==> src/rtl/uart_cmd_decoder.sv <==
// Host command path: pulls bytes from the UART receiver, parses A5/CMD/DATA/CHK frames and
// updates trigger/readout configuration, or issues arm/abort pulses to the capture logic.
module uart_cmd_decoder #(
    parameter int unsigned TIMEOUT_CYCLES = 100000,
    parameter logic [7:0]  HEADER_BYTE    = 8'hA5
) (
    input  logic       clk,
    input  logic       rst,
    input  logic [7:0] UART_rx_data,
    input  logic       UART_rx_empty,
    output logic       UART_uld_rx_data,
    output logic       UART_rx_enable,
    output logic [2:0] triggerBlock_Mask,
    output logic [7:0] triggerBlock_Pattern,
    output logic [7:0] sample_div,
    output logic [1:0] Bit_Padder_Sel,
    output logic       arm_pulse,
    output logic       abort_pulse,
    output logic       cmd_done,
    output logic       cmd_err,
    output logic [3:0] state_debug
);

    localparam int unsigned TW = $clog2(TIMEOUT_CYCLES + 1);

    typedef enum logic [3:0] {
        S_IDLE = 4'd0,
        S_ULD  = 4'd1,
        S_CAP  = 4'd2,
        S_CMD  = 4'd3,
        S_DAT  = 4'd4,
        S_CHK  = 4'd5,
        S_EXEC = 4'd6,
        S_ERR  = 4'd7
    } state_e;

    state_e        r_state;
    state_e        w_state_next;
    logic [1:0]    r_slot;
    logic [1:0]    w_slot_next;
    logic [7:0]    r_cmd;
    logic [7:0]    r_data;
    logic [TW-1:0] r_tmo;
    logic [2:0]    r_mask;
    logic [7:0]    r_pattern;
    logic [7:0]    r_div;
    logic [1:0]    r_pad;

    logic w_waiting;
    logic w_timeout;
    logic w_cmd_ok;
    logic w_chk_ok;

    // Timeout only runs while a frame is partially received and the receiver is dry.
    assign w_waiting = ((r_state == S_CMD) || (r_state == S_DAT) || (r_state == S_CHK)) &&
                       UART_rx_empty;
    assign w_timeout = w_waiting && (r_tmo == TW'(TIMEOUT_CYCLES - 1));
    assign w_cmd_ok  = (r_cmd >= 8'h01) && (r_cmd <= 8'h06);
    assign w_chk_ok  = (UART_rx_data == (r_cmd ^ r_data));

    always_ff @(posedge clk or negedge rst) begin
        if (!rst) begin
            r_state   <= S_IDLE;
            r_slot    <= 2'd0;
            r_cmd     <= 8'h00;
            r_data    <= 8'h00;
            r_tmo     <= '0;
            r_mask    <= 3'd0;
            r_pattern <= 8'h00;
            r_div     <= 8'd1;
            r_pad     <= 2'd0;
        end else begin
            r_state <= w_state_next;
            r_slot  <= w_slot_next;
            r_tmo   <= w_waiting ? (r_tmo + TW'(1)) : '0;
            if (r_state == S_CAP && r_slot == 2'd1) r_cmd  <= UART_rx_data;
            if (r_state == S_CAP && r_slot == 2'd2) r_data <= UART_rx_data;
            if (r_state == S_EXEC) begin
                case (r_cmd)
                    8'h01:   r_mask    <= r_data[2:0];
                    8'h02:   r_pattern <= r_data;
                    8'h03:   r_div     <= (r_data == 8'h00) ? 8'd1 : r_data;
                    8'h04:   r_pad     <= r_data[1:0];
                    default: ;
                endcase
            end
        end
    end

    always_comb begin
        w_state_next = r_state;
        w_slot_next  = r_slot;
        unique case (r_state)
            S_IDLE, S_CMD, S_DAT, S_CHK: begin
                if (!UART_rx_empty) begin
                    w_state_next = S_ULD;
                    case (r_state)
                        S_IDLE:  w_slot_next = 2'd0;
                        S_CMD:   w_slot_next = 2'd1;
                        S_DAT:   w_slot_next = 2'd2;
                        default: w_slot_next = 2'd3;
                    endcase
                end else if (w_timeout) begin
                    w_state_next = S_ERR;
                end
            end
            S_ULD: w_state_next = S_CAP;
            S_CAP: begin
                case (r_slot)
                    2'd0:    w_state_next = (UART_rx_data == HEADER_BYTE) ? S_CMD : S_IDLE;
                    2'd1:    w_state_next = S_DAT;
                    2'd2:    w_state_next = S_CHK;
                    default: w_state_next = (w_chk_ok && w_cmd_ok) ? S_EXEC : S_ERR;
                endcase
            end
            S_EXEC, S_ERR: w_state_next = S_IDLE;
            default:       w_state_next = S_IDLE;
        endcase
    end

    always_comb begin
        UART_uld_rx_data     = (r_state == S_ULD);
        UART_rx_enable       = 1'b1;
        triggerBlock_Mask    = r_mask;
        triggerBlock_Pattern = r_pattern;
        sample_div           = r_div;
        Bit_Padder_Sel       = r_pad;
        arm_pulse            = (r_state == S_EXEC) && (r_cmd == 8'h05);
        abort_pulse          = (r_state == S_EXEC) && (r_cmd == 8'h06);
        cmd_done             = (r_state == S_EXEC);
        cmd_err              = (r_state == S_ERR);
        state_debug          = r_state;
    end

endmodule

==> config.mk <==
export PLATFORM = sky130hd
export DESIGN_NAME = uart_cmd_decoder
export DESIGN_NICKNAME = d
export VERILOG_FILES = /design/src/rtl/uart_cmd_decoder.sv
export SDC_FILE = /design/constraint.sdc
export NUM_CORES = 1
export LEC_CHECK = 0
export ABC_AREA = 1
export BUFFER_PORTS_ARGS = -buffer_cell sky130_fd_sc_hd__buf_2
export CAP_MARGIN = 15
export CELL_PAD_IN_SITES_DETAIL_PLACEMENT = 1
export CELL_PAD_IN_SITES_GLOBAL_PLACEMENT = 1
export CORE_MARGIN = 8
export CORE_UTILIZATION = 40
export DETAILED_ROUTE_END_ITERATION = 12
export PLACE_DENSITY_LB_ADDON = 0.1
export SLEW_MARGIN = 20
export SYNTH_ARGS = -nofsm -noshare
export SYNTH_HDL_FRONTEND = slang
export SYNTH_SLANG_ARGS = --single-unit
==> constraint.sdc <==
create_clock -name clk -period 3.46 [get_ports clk]
set_clock_uncertainty 0.05 [all_clocks]
set_input_delay 0.346 -clock clk [delete_from_list [all_inputs] [get_ports clk]]
set_output_delay 0.346 -clock clk [all_outputs]
set_load 0.01 [all_outputs]
After elaboration in Yosys (flattened, before gate mapping)
Cells that the tools add are included.
{ "op_classes": {"mux": 9, "order_cmp": 2, "n_bitwise": 2, "eq_ne": 19, "add_sub_neg": 1, "reduce_logical": 19} }
{ "ops": {"columns": ["cell", "n"], "rows": [
  ["$eq A8 B3 Y1 const B", 3],
  ["$add A17 B1 Y17 const B", 1],
  ["$eq A17 B17 Y1 const B", 1],
  ["$mux W17", 1],
  ["$eq A4 B3 Y1 const B", 4],
  ["$eq A8 B2 Y1 const B", 2],
  ["$pmux W4 S3", 1],
  ["$reduce_and A2 Y1", 5],
  ["$pmux W3 S3", 1],
  ["$eq A4 B2 Y1 const B", 2],
  ["$eq A8 B1 Y1 const B", 1],
  ["$eq A8 B8 Y1", 1],
  ["$eq A8 B8 Y1 const B", 1],
  ["$ge A8 B1 Y1 const B", 1],
  ["$le A8 B3 Y1 const B", 1],
  ["$logic_and A1 B1 Y1", 8],
  ["$logic_not A8 Y1", 1],
  ["$mux W4", 2],
  ["$mux W8", 1],
  ["$xor A8 B8 Y8", 1],
  ["$pmux W2 S3", 1],
  ["$eq A4 B1 Y1 const B", 1],
  ["$logic_not A4 Y1", 1],
  ["$reduce_or A4 Y1", 1],
  ["8 further kinds", 9]
]} }
{ "totals": {"ff_bits": 60, "wordCells": 61, "output_inout_bits": 31} }

Depth between registers and ports, before layout
{ "depth": {"word_depth": 8, "ltp_mapped": 10} }

Least setup slack after synthesis
No wires, ideal clock.
{ "synth_timing": {"path_type": "reg2out", "startpoint": "register r_state[2] (netlist: state_debug[2])", "endpoint": "output arm_pulse", "required_ps": 3064, "arrival_time_ps": 1280, "path_slack_ps": 1784, "n_path_buf": 0, "path_stages_with_launch": 5, "path_cell_list": "dfrtp_1 > inv_2 > nor3_4 > nand3_1 > nor3_1"} }
{ "synth_between": {"elab_chain_len": 2} }
{ "synth_lines": {"columns": ["item", "line_no", "rtl"], "rows": [
  ["from (decl)", "37", "state_e r_state;"],
  ["from (signal assigned)", "73", "r_state <= w_state_next;"],
  ["$eq A4 B3 Y1", null, null],
  ["named net cmd_done", "19", "output logic cmd_done,"],
  ["$logic_and A1 B1 Y1", "128", "arm_pulse = (r_state == S_EXEC) && (r_cmd == 8'h05);"],
  ["to (decl)", "17", "output logic arm_pulse,"]
]} }
The timed path passes the listed nets, and every way through them passes these cells.

Worst setup path after layout
{ "layout_timing": {"startpoint": "register r_state[2] (netlist: state_debug[2])", "endpoint": "output arm_pulse"} }
{ "layout_between": {"elab_chain_len": 2} }
{ "layout_lines": {"columns": ["item", "line_no"], "rows": [
  ["$eq A4 B3 Y1", "128"],
  ["$logic_and A1 B1 Y1", "128"]
]} }
No other way between the ends.

==> results.json <==
{
  "drive_above_1_share_pct": 14.9,
  "hold_start": "UART_rx_empty",
  "post_drt_wl_per_cell_um": 15.1,
  "cts_root_buf": "clkbuf_8",
  "hpwl_um": 6060,
  "cp_data_arrival_time_ns": 1.67,
  "placedCellCount": 519,
  "dieWidth_um": 102,
  "start_util_pct": 40.9,
  "period_minus_slack_ns": 2.06,
  "synth_nets": 399,
  "synth_largest_area_cell": "dfrtp_1",
  "fmax_mhz": 484,
  "hold_end": "r_slot[1]",
  "power.internal_mw": 1.41,
  "fin_nets": 444,
  "core_area_mm2": 0.00721,
  "critPathMaxFanout": 6,
  "grt_use_total_pct": 16.9,
  "ys_ff_latch": 59,
  "final_cell_mix": "nand2_1, dfrtp_1, nor2_1",
  "min_period_over_period_pct": 59.7,
  "mostFrequentLayoutCell": "nand2_1",
  "cap_viol_max_count": 0,
  "die_area_mm2": 0.0104,
  "drtIter0Drc": 92,
  "critPathLaunchType": "register",
  "cts_resized": 0,
  "diodes": 0,
  "pwr-share-clk_pct": 21.9,
  "synth_top_area_share_pct": 49.2,
  "clock-sinks": 59,
  "grt_pass1_wl_um": 13600,
  "dp_slack_ns": 1.73,
  "avgSynthCellArea_um2": 7.62,
  "p_seq_share_pct": 43.1,
  "totalWireLength_um": 8050,
  "ir_drop_mv": 0.277,
  "cts_made_buffers": 9,
  "power_switching_mw": 1.03,
  "dr.pass1.iters": 4,
  "clkTransAtPathRegs_ns": 0.07,
  "rr_worst_depth": 7,
  "rsz0062_at_grt": "no",
  "ioPinCount": 42,
  "r2r_end": "state_debug[0]",
  "routed_via_density": 5.02,
  "setup_tns_ns": 0,
  "final_hold_viol_count": 0,
  "synth_area_leaders": "dfrtp_1, nand2_1, nor2_1",
  "cp.required_ns": 3.06,
  "worst_slack_ns": 1.40,
  "hold_path_depth": 2,
  "die_h_um": 102,
  "critPathKind": "register to output port",
  "io_buffers": 39,
  "area.growth.synth_to_final_pct": 15.6,
  "seq_area_frac_synth_pct": 50.1,
  "route.antenna.remaining_nets": 0,
  "grt_max_degree": 37,
  "tightest_slew_ns": 0.557,
  "tritoncts": "yes",
  "power_density_mw_per_mm2": 715,
  "synth.distinct_cells": 30,
  "combinationalPowerShare_pct": 34.9,
  "status": "finished, final reports clean",
  "gr-total-overflow": 0,
  "cts_buffer_depth": 2,
  "hold_path_class": "primary input to register",
  "grt_pass1_vias": 2841,
  "setup_viol": 0,
  "reg2reg_from": "state_debug[1]",
  "gp_congestion": 0.827,
  "rrSetupSlack_ns": 1.68,
  "end_kind": "output port",
  "leakage_nw": 1.73,
  "synth_warnings": 0,
  "clock_latency_ns": 0.34,
  "layout.cells.non_filler": 535,
  "synth_area_mm2": 0.00295,
  "swShare_pct": 42.2,
  "slew_violations": 0,
  "row_count": 31,
  "antenna_found_initial": 0,
  "htree_levels": 3,
  "num_vias": 2685,
  "max_slew_margin_pct": 62.8,
  "drc_errors": 0,
  "syn_inst": 387
}
-- metrics by stage --
step | hold WS (ns) | area [µm²] | power [mW] | utilization [%]
2_1_floorplan | 0.000409 | 2950 | 1.61 | -
3_3_place_gp | 0.302 | 3240 | 1.87 | 44.9
3_5_place_dp | 0.307 | 3240 | 1.92 | 44.9
4_1_cts | 0.200 | 3410 | 2.47 | 47.3
5_1_grt | 0.204 | 3410 | 2.65 | 47.3
6_report | 0.209 | 3410 | 2.44 | 47.3
-- how the worst max path moves through the flow --
stage | from | end | slack [ns] | depth (start not counted)
6_report | state_debug[2] | arm_pulse | 1.40 | 5
5_1_grt | state_debug[2] | arm_pulse | 1.25 | 5
4_1_cts | state_debug[2] | arm_pulse | 1.39 | 5
3_5_place_dp | state_debug[1] | state_debug[2] | 1.73 | 7
3_3_place_gp | state_debug[2] | arm_pulse | 1.74 | 5
2_1_floorplan | state_debug[2] | arm_pulse | 1.78 | 4
-- synthesized netlist by cell type --
cell type / n
or2_2: 1
nand4_2: 1
nor3_1: 17
o21ai_1: 21
buf_4: 2
o22ai_1: 1
nor2_1: 43
xor2_1: 2
nand2_1: 113
dfrtp_1: 58
buf_2: 2
inv_2: 2
clkbuf_1: 3
a21oi_4: 1
nor4_1: 4
nor3_2: 1
nand3_2: 2
a31oi_1: 1
a21oi_1: 12
inv_1: 42
nand3_1: 20
dfstp_2: 1
inv_4: 1
nor3_4: 1
o21ai_0: 25
nand4_1: 5
o21ai_2: 1
ha_1: 1
o21bai_1: 1
conb_1: 2
-- power by group through the flow --
stage | clock [mW] | sequential [mW] | combinational (mW)
2_1_floorplan | 0 | 1.03 | 0.577
3_3_place_gp | 0 | 1.05 | 0.814
3_5_place_dp | 0 | 1.06 | 0.855
4_1_cts | 0.549 | 1.05 | 0.871
5_1_grt | 0.586 | 1.08 | 0.980
6_report | 0.535 | 1.05 | 0.852
-- layer usage --
layer | vias to the layer above | track usage, % | wire length, µm
li1 | 1341 | - | -
met1 | 1300 | 18.5 | 3480
met2 | 33 | 31.2 | 4200
met3 | 11 | 3.00 | 253
met4 | 0 | 6.66 | 121
met5 | - | 0 | 0
-- cell families after synthesis --
kind of cell / after synthesis / synth area share, %
and+or+nand+nor: 208 / 30.2
DFF: 59 / 50.1
adders and majority gates: 1 / 0.424
AOI/OAI and AO/OA: 63 / 11.4
buffers and inverters: 52 / 7.04
other: 2 / 0.255
xor gates and xnor gates: 2 / 0.594
-- critical path, cell delays in order, from the launching register on --
cell,delay (ns)
dfrtp_1,0.47
inv_2,0.11
nor3_4,0.31
nand3_1,0.14
nor3_1,0.14
buf_2,0.16
-- layout make-up --
type,count,area (µm²)
flip-flops and latches,59,1480
multi-input cells,276,1260
inverters,45,171
clock buffers,12,145
clock inverters,3,15.0
fillers,944,3800
repair buffers,41,213
well taps,99,124
-- what timing repair did --
action,in CTS,in global routing
buffers inserted,0,0
hold endpoints to repair,22,0
hold buffers,1,0
-- flip-flops by register name (all words and copies together), names as in the netlist --
register / cells
sample_div: 8
state_debug: 3
r_cmd: 8
r_slot: 2
r_tmo: 17
Bit_Padder_Sel: 2
triggerBlock_Pattern: 8
r_data: 8
triggerBlock_Mask: 3
Power figures use the tool's default switching activity.
